`config.mk`:
```
export PLATFORM = sky130hd
export DESIGN_NAME = bus_arbiter
export DESIGN_NICKNAME = d
export VERILOG_FILES = /design/src/rtl/bus_arbiter.sv
export SDC_FILE = /design/constraint.sdc
export NUM_CORES = 1
export LEC_CHECK = 0
export ABC_CLOCK_PERIOD_IN_PS = 3250
export CORE_AREA = 5 5 42 44
export CTS_CLUSTER_DIAMETER = 40
export CTS_CLUSTER_SIZE = 8
export DETAILED_ROUTE_END_ITERATION = 16
export DIE_AREA = 0 0 47 49
export PLACE_DENSITY = 0.75
export SLEW_MARGIN = 10
export SYNTH_ARGS = -nofsm -noshare
export SYNTH_HDL_FRONTEND = slang
export SYNTH_SLANG_ARGS = --single-unit
```
`constraint.sdc`:
```
create_clock -name clk -period 3.25 [get_ports clk]
set_input_delay 0.65 -clock clk [delete_from_list [all_inputs] [get_ports clk]]
set_output_delay 0.65 -clock clk [all_outputs]
set_load 0.02 [all_outputs]
```
`src/rtl/bus_arbiter.sv`:
```
// ---------------------------------------------------------------------------
// bus_arbiter
//
// Round-robin arbiter that shares one serial BRAM bus slave between
// NUM_MASTERS serial masters. One master at a time owns the bus. The owner's
// serial lines are muxed onto the slave. The slave's read-back lines are
// returned to the owner only.
//
// Parameters
//   NUM_MASTERS  number of requesting masters (>= 2)
//   TIMEOUT      maximum number of cycles one master may hold the grant (>= 32)
//   MB           width of the owner index (derived)
//
// Ports
//   clk          rising-edge clock
//   rstn         asynchronous active-low reset
//   m_req        per-master request, held high for a whole transaction
//   m_valid      per-master serial valid
//   m_wren       per-master write enable
//   m_addr       per-master serial address bit
//   m_data       per-master serial write-data bit
//   m_grant      registered one-hot grant
//   m_rvalid     slave validOut, routed to the owner only
//   m_rdata      slave DataOut, routed to the owner only
//   s_ready      slave ready; no new grant is issued while it is low
//   s_validOut   slave read-valid
//   s_dataOut    slave serial read data
//   bus_valid    to slave validIn
//   bus_wren     to slave wren
//   bus_addr     to slave Address
//   bus_data     to slave DataIn
//   busy         high while any grant is active
//   owner        index of the current owner, or of the last owner
//   timeout_err  one-cycle pulse after a forced release
//
// Build option
//   ARB_TIMEOUT_EN  When defined, the arbiter counts how long the grant has
//                   been held and forces a release after TIMEOUT cycles.
//                   When undefined, a grant ends only when the owner drops
//                   its request, and timeout_err is tied low.
// ---------------------------------------------------------------------------
module bus_arbiter #(
  parameter  int NUM_MASTERS = 2,
  parameter  int TIMEOUT     = 64,
  localparam int MB          = (NUM_MASTERS > 1) ? $clog2(NUM_MASTERS) : 1
) (
  input  logic                   clk,
  input  logic                   rstn,
  input  logic [NUM_MASTERS-1:0] m_req,
  input  logic [NUM_MASTERS-1:0] m_valid,
  input  logic [NUM_MASTERS-1:0] m_wren,
  input  logic [NUM_MASTERS-1:0] m_addr,
  input  logic [NUM_MASTERS-1:0] m_data,
  output logic [NUM_MASTERS-1:0] m_grant,
  output logic [NUM_MASTERS-1:0] m_rvalid,
  output logic [NUM_MASTERS-1:0] m_rdata,
  input  logic                   s_ready,
  input  logic                   s_validOut,
  input  logic                   s_dataOut,
  output logic                   bus_valid,
  output logic                   bus_wren,
  output logic                   bus_addr,
  output logic                   bus_data,
  output logic                   busy,
  output logic [MB-1:0]          owner,
  output logic                   timeout_err
);

  // Reject illegal parameter values when the design is elaborated.
  if (NUM_MASTERS < 2) begin : gBadMasters
    $error("bus_arbiter: NUM_MASTERS must be at least 2");
  end
  if (TIMEOUT < 32) begin : gBadTimeout
    $error("bus_arbiter: TIMEOUT must be at least 32");
  end

  // RELEASE is a turnaround cycle. The slave sees bus_valid low for at least
  // one full cycle between two owners.
  typedef enum logic [1:0] {
    IDLE    = 2'd0,
    BUSY    = 2'd1,
    RELEASE = 2'd2
  } arbState_t;

  localparam logic [MB-1:0] LAST_IDX = MB'(NUM_MASTERS - 1);

  arbState_t            state, stateNext;
  logic [NUM_MASTERS-1:0] grantNext;
  logic [MB-1:0]        ownerNext;
  logic [MB-1:0]        lastPtr, lastPtrNext;
  logic                 errNext;
  logic                 winnerFound;
  logic [MB-1:0]        winnerIdx;
  logic                 timeoutHit;

`ifdef ARB_TIMEOUT_EN
  // Wide enough to hold TIMEOUT itself, the saturation value.
  localparam int HW = $clog2(TIMEOUT + 1);
  localparam logic [HW-1:0] HOLD_MAX  = HW'(TIMEOUT);
  localparam logic [HW-1:0] HOLD_LAST = HW'(TIMEOUT - 1);

  logic [HW-1:0] holdCnt, holdNext;

  // holdCnt reaches TIMEOUT-1 in the TIMEOUT-th cycle of a grant.
  assign timeoutHit = (state == BUSY) && (holdCnt == HOLD_LAST);
`else
  assign timeoutHit = 1'b0;
`endif

  // -------------------------------------------------------------------------
  // Round-robin winner search. Scan upward from the slot after the last
  // owner and wrap around. The last owner is checked last, so a master that
  // keeps requesting gets the bus again only if nobody else wants it.
  // -------------------------------------------------------------------------
  always_comb begin
    logic [MB-1:0] cand;
    winnerFound = 1'b0;
    winnerIdx   = lastPtr;
    cand        = lastPtr;
    for (int k = 1; k <= NUM_MASTERS; k++) begin
      cand = MB'((int'(lastPtr) + k) % NUM_MASTERS);
      if (!winnerFound && m_req[cand]) begin
        winnerFound = 1'b1;
        winnerIdx   = cand;
      end
    end
  end

  // -------------------------------------------------------------------------
  // State register. The grant, owner, pointer and error flag are updated
  // together with the state, so every registered output changes on the same
  // edge as the state.
  // NOTE: all sequential state uses non-blocking assignments. Every register
  // then samples the values from before the edge, and the result does not
  // depend on the order in which the simulator runs the processes.
  // -------------------------------------------------------------------------
  always_ff @(posedge clk or negedge rstn) begin
    if (!rstn) begin
      state       <= IDLE;
      m_grant     <= '0;
      owner       <= LAST_IDX;
      lastPtr     <= LAST_IDX;
      timeout_err <= 1'b0;
    end else begin
      state       <= stateNext;
      m_grant     <= grantNext;
      owner       <= ownerNext;
      lastPtr     <= lastPtrNext;
      timeout_err <= errNext;
    end
  end

`ifdef ARB_TIMEOUT_EN
  always_ff @(posedge clk or negedge rstn) begin
    if (!rstn) holdCnt <= '0;
    else       holdCnt <= holdNext;
  end
`endif

  // -------------------------------------------------------------------------
  // Next-state logic.
  // NOTE: every signal is given its hold value before the case statement.
  // Each branch then only overrides what changes, and a missed assignment
  // cannot infer a latch.
  // -------------------------------------------------------------------------
  always_comb begin
    stateNext   = state;
    grantNext   = m_grant;
    ownerNext   = owner;
    lastPtrNext = lastPtr;
    errNext     = 1'b0;
`ifdef ARB_TIMEOUT_EN
    holdNext    = holdCnt;
`endif

    unique case (state)
      IDLE: begin
        // A grant is only issued when the slave can accept a transaction.
        if (winnerFound && s_ready) begin
          grantNext            = '0;
          grantNext[winnerIdx] = 1'b1;
          ownerNext            = winnerIdx;
          stateNext            = BUSY;
`ifdef ARB_TIMEOUT_EN
          holdNext             = '0;
`endif
        end
      end

      BUSY: begin
`ifdef ARB_TIMEOUT_EN
        if (holdCnt != HOLD_MAX) holdNext = holdCnt + 1'b1;
`endif
        // The owner's own release takes priority. If it drops its request in
        // the cycle the timeout hits, this is a normal release and no error
        // is flagged.
        if (!m_req[owner]) begin
          grantNext = '0;
          stateNext = RELEASE;
        end else if (timeoutHit) begin
          grantNext = '0;
          errNext   = 1'b1;
          stateNext = RELEASE;
        end
      end

      RELEASE: begin
        lastPtrNext = owner;
        stateNext   = IDLE;
      end

      default: begin
        grantNext = '0;
        stateNext = IDLE;
      end
    endcase
  end

  // -------------------------------------------------------------------------
  // Output logic. The mux paths are purely combinational and are gated by the
  // registered grant. They add no latency, and they read as zero whenever no
  // master holds the grant.
  // -------------------------------------------------------------------------
  always_comb begin
    bus_valid = |(m_grant & m_valid);
    bus_wren  = |(m_grant & m_wren);
    bus_addr  = |(m_grant & m_addr);
    bus_data  = |(m_grant & m_data);
    m_rvalid  = m_grant & {NUM_MASTERS{s_validOut}};
    m_rdata   = m_grant & {NUM_MASTERS{s_dataOut}};
    busy      = |m_grant;
  end

endmodule

```
-- Yosys cells after proc, flatten, opt, wreduce, memory -nomap -nowiden
Index checks and enable logic that the tools add are counted.
- bits in registers: 6
- bits of input ports: 15
- logic and storage cells: 53
- reductions and logical operators: 13
- $lt $le $gt $ge: 5
- bitwise logic cells: 7
- add/sub/neg operators: 2
- equal/unequal tests: 4
- mux-type cells: 18
- operators with widths (operator ; count):
    $and 2x2->2 ; 6
    $mux 1 ; 11
    $reduce_or 2->1 ; 5
    $lt 1x2->1 const B ; 4
    $mux 2 ; 4
    $pmux 2 s3 ; 1
    $ne 2x2->1 const B ; 2
    $pmux 2 s2 ; 1
    $reduce_and 2->1 ; 2
    $logic_and 1x1->1 ; 3
    $reduce_and 3->1 ; 1
    $add 1x1->1 const B ; 2
    $eq 2x1->1 const B ; 1
    $eq 2x2->1 const B ; 1
    $logic_not 2->1 ; 1
    $demux 1 s1 ; 1
    $ge 1x1->1 const B ; 1
    $logic_not 1->1 ; 1
    $not 1->1 ; 1

-- Depth between registers and ports, before layout
- depth in word-level cells: 13
- depth in mapped cells: 4
- gate-level depth less buffers: 3

-- Worst setup path after synthesis
OpenSTA, ideal clock, no wires.
- path type: input -> output
- start: in m_addr[0]
- end: out bus_addr
- path buffers: 0
- stages on the path: 1
- arrival time: 933 ps
- data required time: 2600 ps
- slack: 1667 ps
- cell sequence: a22o_1
- cells in the longest elaborated chain, start to end: 2
- RTL lines (item ; line ; RTL):
    start: declaration ; 52 ; input logic [NUM_MASTERS-1:0] m_addr,
    $and 2x2->2 ; 227 ; bus_addr = |(m_grant & m_addr);
    $reduce_or 2->1 ; 227 ;
    end: declaration ; 62 ; output logic bus_addr,
Every way passes these cells.

-- Worst setup path after layout
- start: in s_dataOut
- end: out m_rdata[1]
- cells in the longest elaborated chain, start to end: 1
- RTL lines (item ; line ; RTL):
    start: declaration ; 59 ; input logic s_dataOut,
    $and 2x2->2 ; 230 ; m_rdata = m_grant & {NUM_MASTERS{s_dataOut}};
    end: declaration ; 56 ; output logic [NUM_MASTERS-1:0] m_rdata,
Every way passes these cells.

==> impl_metrics.json <==
{
  "ys_seq_area_frac": 0.378,
  "max_stage_delay_ns": 0.60,
  "synthArstFlopShare": 1.00,
  "final_common_cell": "clkdlybuf4s50_1",
  "core_region_area_sq_um": 1400,
  "drive_gt1_frac": 0.127,
  "die_x_um": 47,
  "finalNonFillerCells": 87,
  "synth_xor_xnor_area_share": 0,
  "synthesis.nets": 58,
  "worst_ep_arrival_time_ns": 1.85,
  "root_buffer": "clkbuf_4",
  "diodes": 0,
  "gp_congestion": 0.805,
  "setup.worst_path.class": "primary input to output port",
  "synthMuxAreaShare": 0.0279,
  "rsz0062_at_grt": "false",
  "via_count": 437,
  "dp_hpwl_um": 944,
  "dieArea_sq_um": 2300,
  "hold_depth": 1,
  "syn_area_per_cell_sq_um": 9.40,
  "vias_per_cell": 5.02,
  "htreeDepth": 1,
  "path_common_cell": "clkdlybuf4s50_1",
  "synth_area_leaders": "dfrtp_1 (25%), dfstp_2 (13%), a22o_1 (8.7%)",
  "status": "finished, final reports clean",
  "fin_crit_ns": 2.50,
  "synth_edf_count": 0,
  "rr_worst_depth": 3,
  "io_pins": 28,
  "synthAdderAreaFrac": 0,
  "crit_chain": "clkdlybuf4s50_1, and2_1, clkdlybuf4s50_1",
  "drtIter0Drc": 4,
  "p_leak_nw": 0.285,
  "numCtsBuffers": 3,
  "cts_tree": "done",
  "hold_buffers": 0,
  "power.density_nw_per_um2": 798,
  "grt_pass1_wl_um": 1750,
  "max-cap-violations": 0,
  "final_cell_mix": "clkdlybuf4s50_1 (26), inv_1 (6), and2_1 (4), a22o_1 (4), dfrtp_1 (4)",
  "fin_tns_setup_ns": 0,
  "netlist_instances": 43,
  "hold_viol": 0,
  "fin_crit_sh": 0.768,
  "start_util": 0.288,
  "drt.antenna.violating_nets": 0,
  "grt_usage": 0.105,
  "cts_resized": 0,
  "fillers": 145,
  "max_clock_freq_mhz": 401,
  "cp.required_ns": 2.60,
  "synth_compound_area_frac": 0.291,
  "synthFlopType": "dfrtp_1",
  "cts_sinks": 6,
  "min_path_type": "flop to flop",
  "grt_start_max_net_pins": 11,
  "gr-total-overflow": 0,
  "slowest_stage": "clkdlybuf4s50_1",
  "yosysTopAreaCellShare": 0.248,
  "clk_pin_slew_worst_paths_ns": 0.05,
  "netlist_area_sq_um": 404,
  "synth_top_family_by_area": "compound AO/OA/AOI/OAI gates",
  "yosys_warnings": 0,
  "skew_ns": 0.00975,
  "area_delta_synth_final_pct": 72.1,
  "grt_pass1_vias": 430,
  "setup_viol": 0,
  "yosys_register_bits": 6,
  "yosys.area_share.simple": 0.201,
  "power_mw": 0.555,
  "row_count": 14,
  "nets": 87,
  "drt_pass1_iterations": 2,
  "routed_wirelength_um": 1160,
  "clockBufferDepth": 2,
  "drcViolationCount": 0,
  "antenna_found_initial": 0,
  "irDropWorstVdd_v": 0.000386,
  "dieHeight_um": 49,
  "finalMaxSlewViolations": 0,
  "placed_cells": 83,
  "io_buffers": 26,
  "cp_top_family": "buffers and inverters",
  "synth.distinct_cells": 20,
  "worst-path-stages": 3,
  "post_cts_buffers": 0,
  "wl_per_cell_um": 13.3,
  "clk_latency_ns": 0.24,
  "path_buf_inv": 2,
  "crit_path_end_kind": "output port",
  "crit_fanout": 2,
  "cp-start-kind": "primary input",
  "yosysTopAreaCell": "dfrtp_1"
}
-- logic make-up (layout without fill, tap and decap cells) --
logic type             Yosys count  in the layout
AND/OR/NAND/NOR                 13             13
flip-flops                       6              6
buffers and inverters            8             36
AO/OA/AOI/OAI                   14             14
other                            1              1
multiplexers                     1              1
-- synthesized netlist by cell type, types with 2 or more instances --
cell type  count
and2_1         4
inv_1          6
buf_4          2
a2111o_1       2
dfrtp_1        4
dfstp_2        2
a21oi_1        2
nand4b_1       2
a22o_1         4
o311ai_1       2
nor3_1         2
nor2_1         3
-- sequential cells by signal (all words and copies together), names as in the netlist --
| signal | count |
|---|---|
| m_grant | 2 |
| state | 2 |
| lastPtr | 1 |
| owner | 1 |
-- routing by layer --
layer	part of all wire	vias up	global-route usage
met1	0.37	198	0.114
met3	0.21	0	0.0775
met2	0.43	28	0.165
li1	-	211	-
met4	0	0	0.0138
met5	0	-	0
-- worst reg2reg max path, stage by stage (launching register included) --
cell	delay, ns
dfstp_2	0.57
mux2_2	0.38
nand4b_1	0.09
o311ai_1	0.11
-- final timing paths --
path                       slack [ns]    endpoint  startpoint
setup / recovery                 0.75  m_rdata[1]   s_dataOut
hold / removal                   0.57    state[1]    state[1]
setup reg to reg                 1.98  m_grant[0]       owner
hold reg to reg                  0.57    state[1]    state[1]
max in group asynchronous        2.32       owner        rstn
min in group asynchronous        0.65    state[1]        rstn
-- cell type report --
cell class / count / area, sq um / share of cell area
clock buffers: 4 / 26.3 / 0.0378
inverters: 6 / 22.5 / 0.0324
multi-input cells: 29 / 214 / 0.308
flip-flops and latches: 6 / 153 / 0.219
well taps: 16 / 20.0 / 0.0288
repair buffers: 26 / 260 / 0.374
-- report_power, final --
part / leakage [nW] / switching (mW) / internal [mW] / total (mW)
combinational: 0.197 / 0.141 / 0.169 / 0.311
sequential: 0.0728 / 0.0565 / 0.115 / 0.172
clock: 0.0150 / 0.0261 / 0.0464 / 0.0725
total: 0.285 / 0.224 / 0.331 / 0.555
-- metrics by stage --
stage / util / hold slack [ns] / worst slack (ns) / area, sq um
2_1_floorplan: - / 0.354 / 1.67 / 404
3_3_place_gp: 0.478 / 0.541 / 0.764 / 669
3_5_place_dp: 0.478 / 0.556 / 0.746 / 669
4_1_cts: 0.496 / 0.564 / 0.747 / 696
5_1_grt: 0.496 / 0.586 / 0.706 / 696
6_report: 0.496 / 0.567 / 0.754 / 696
No activity file was read; power rests on OpenSTA's default activity.
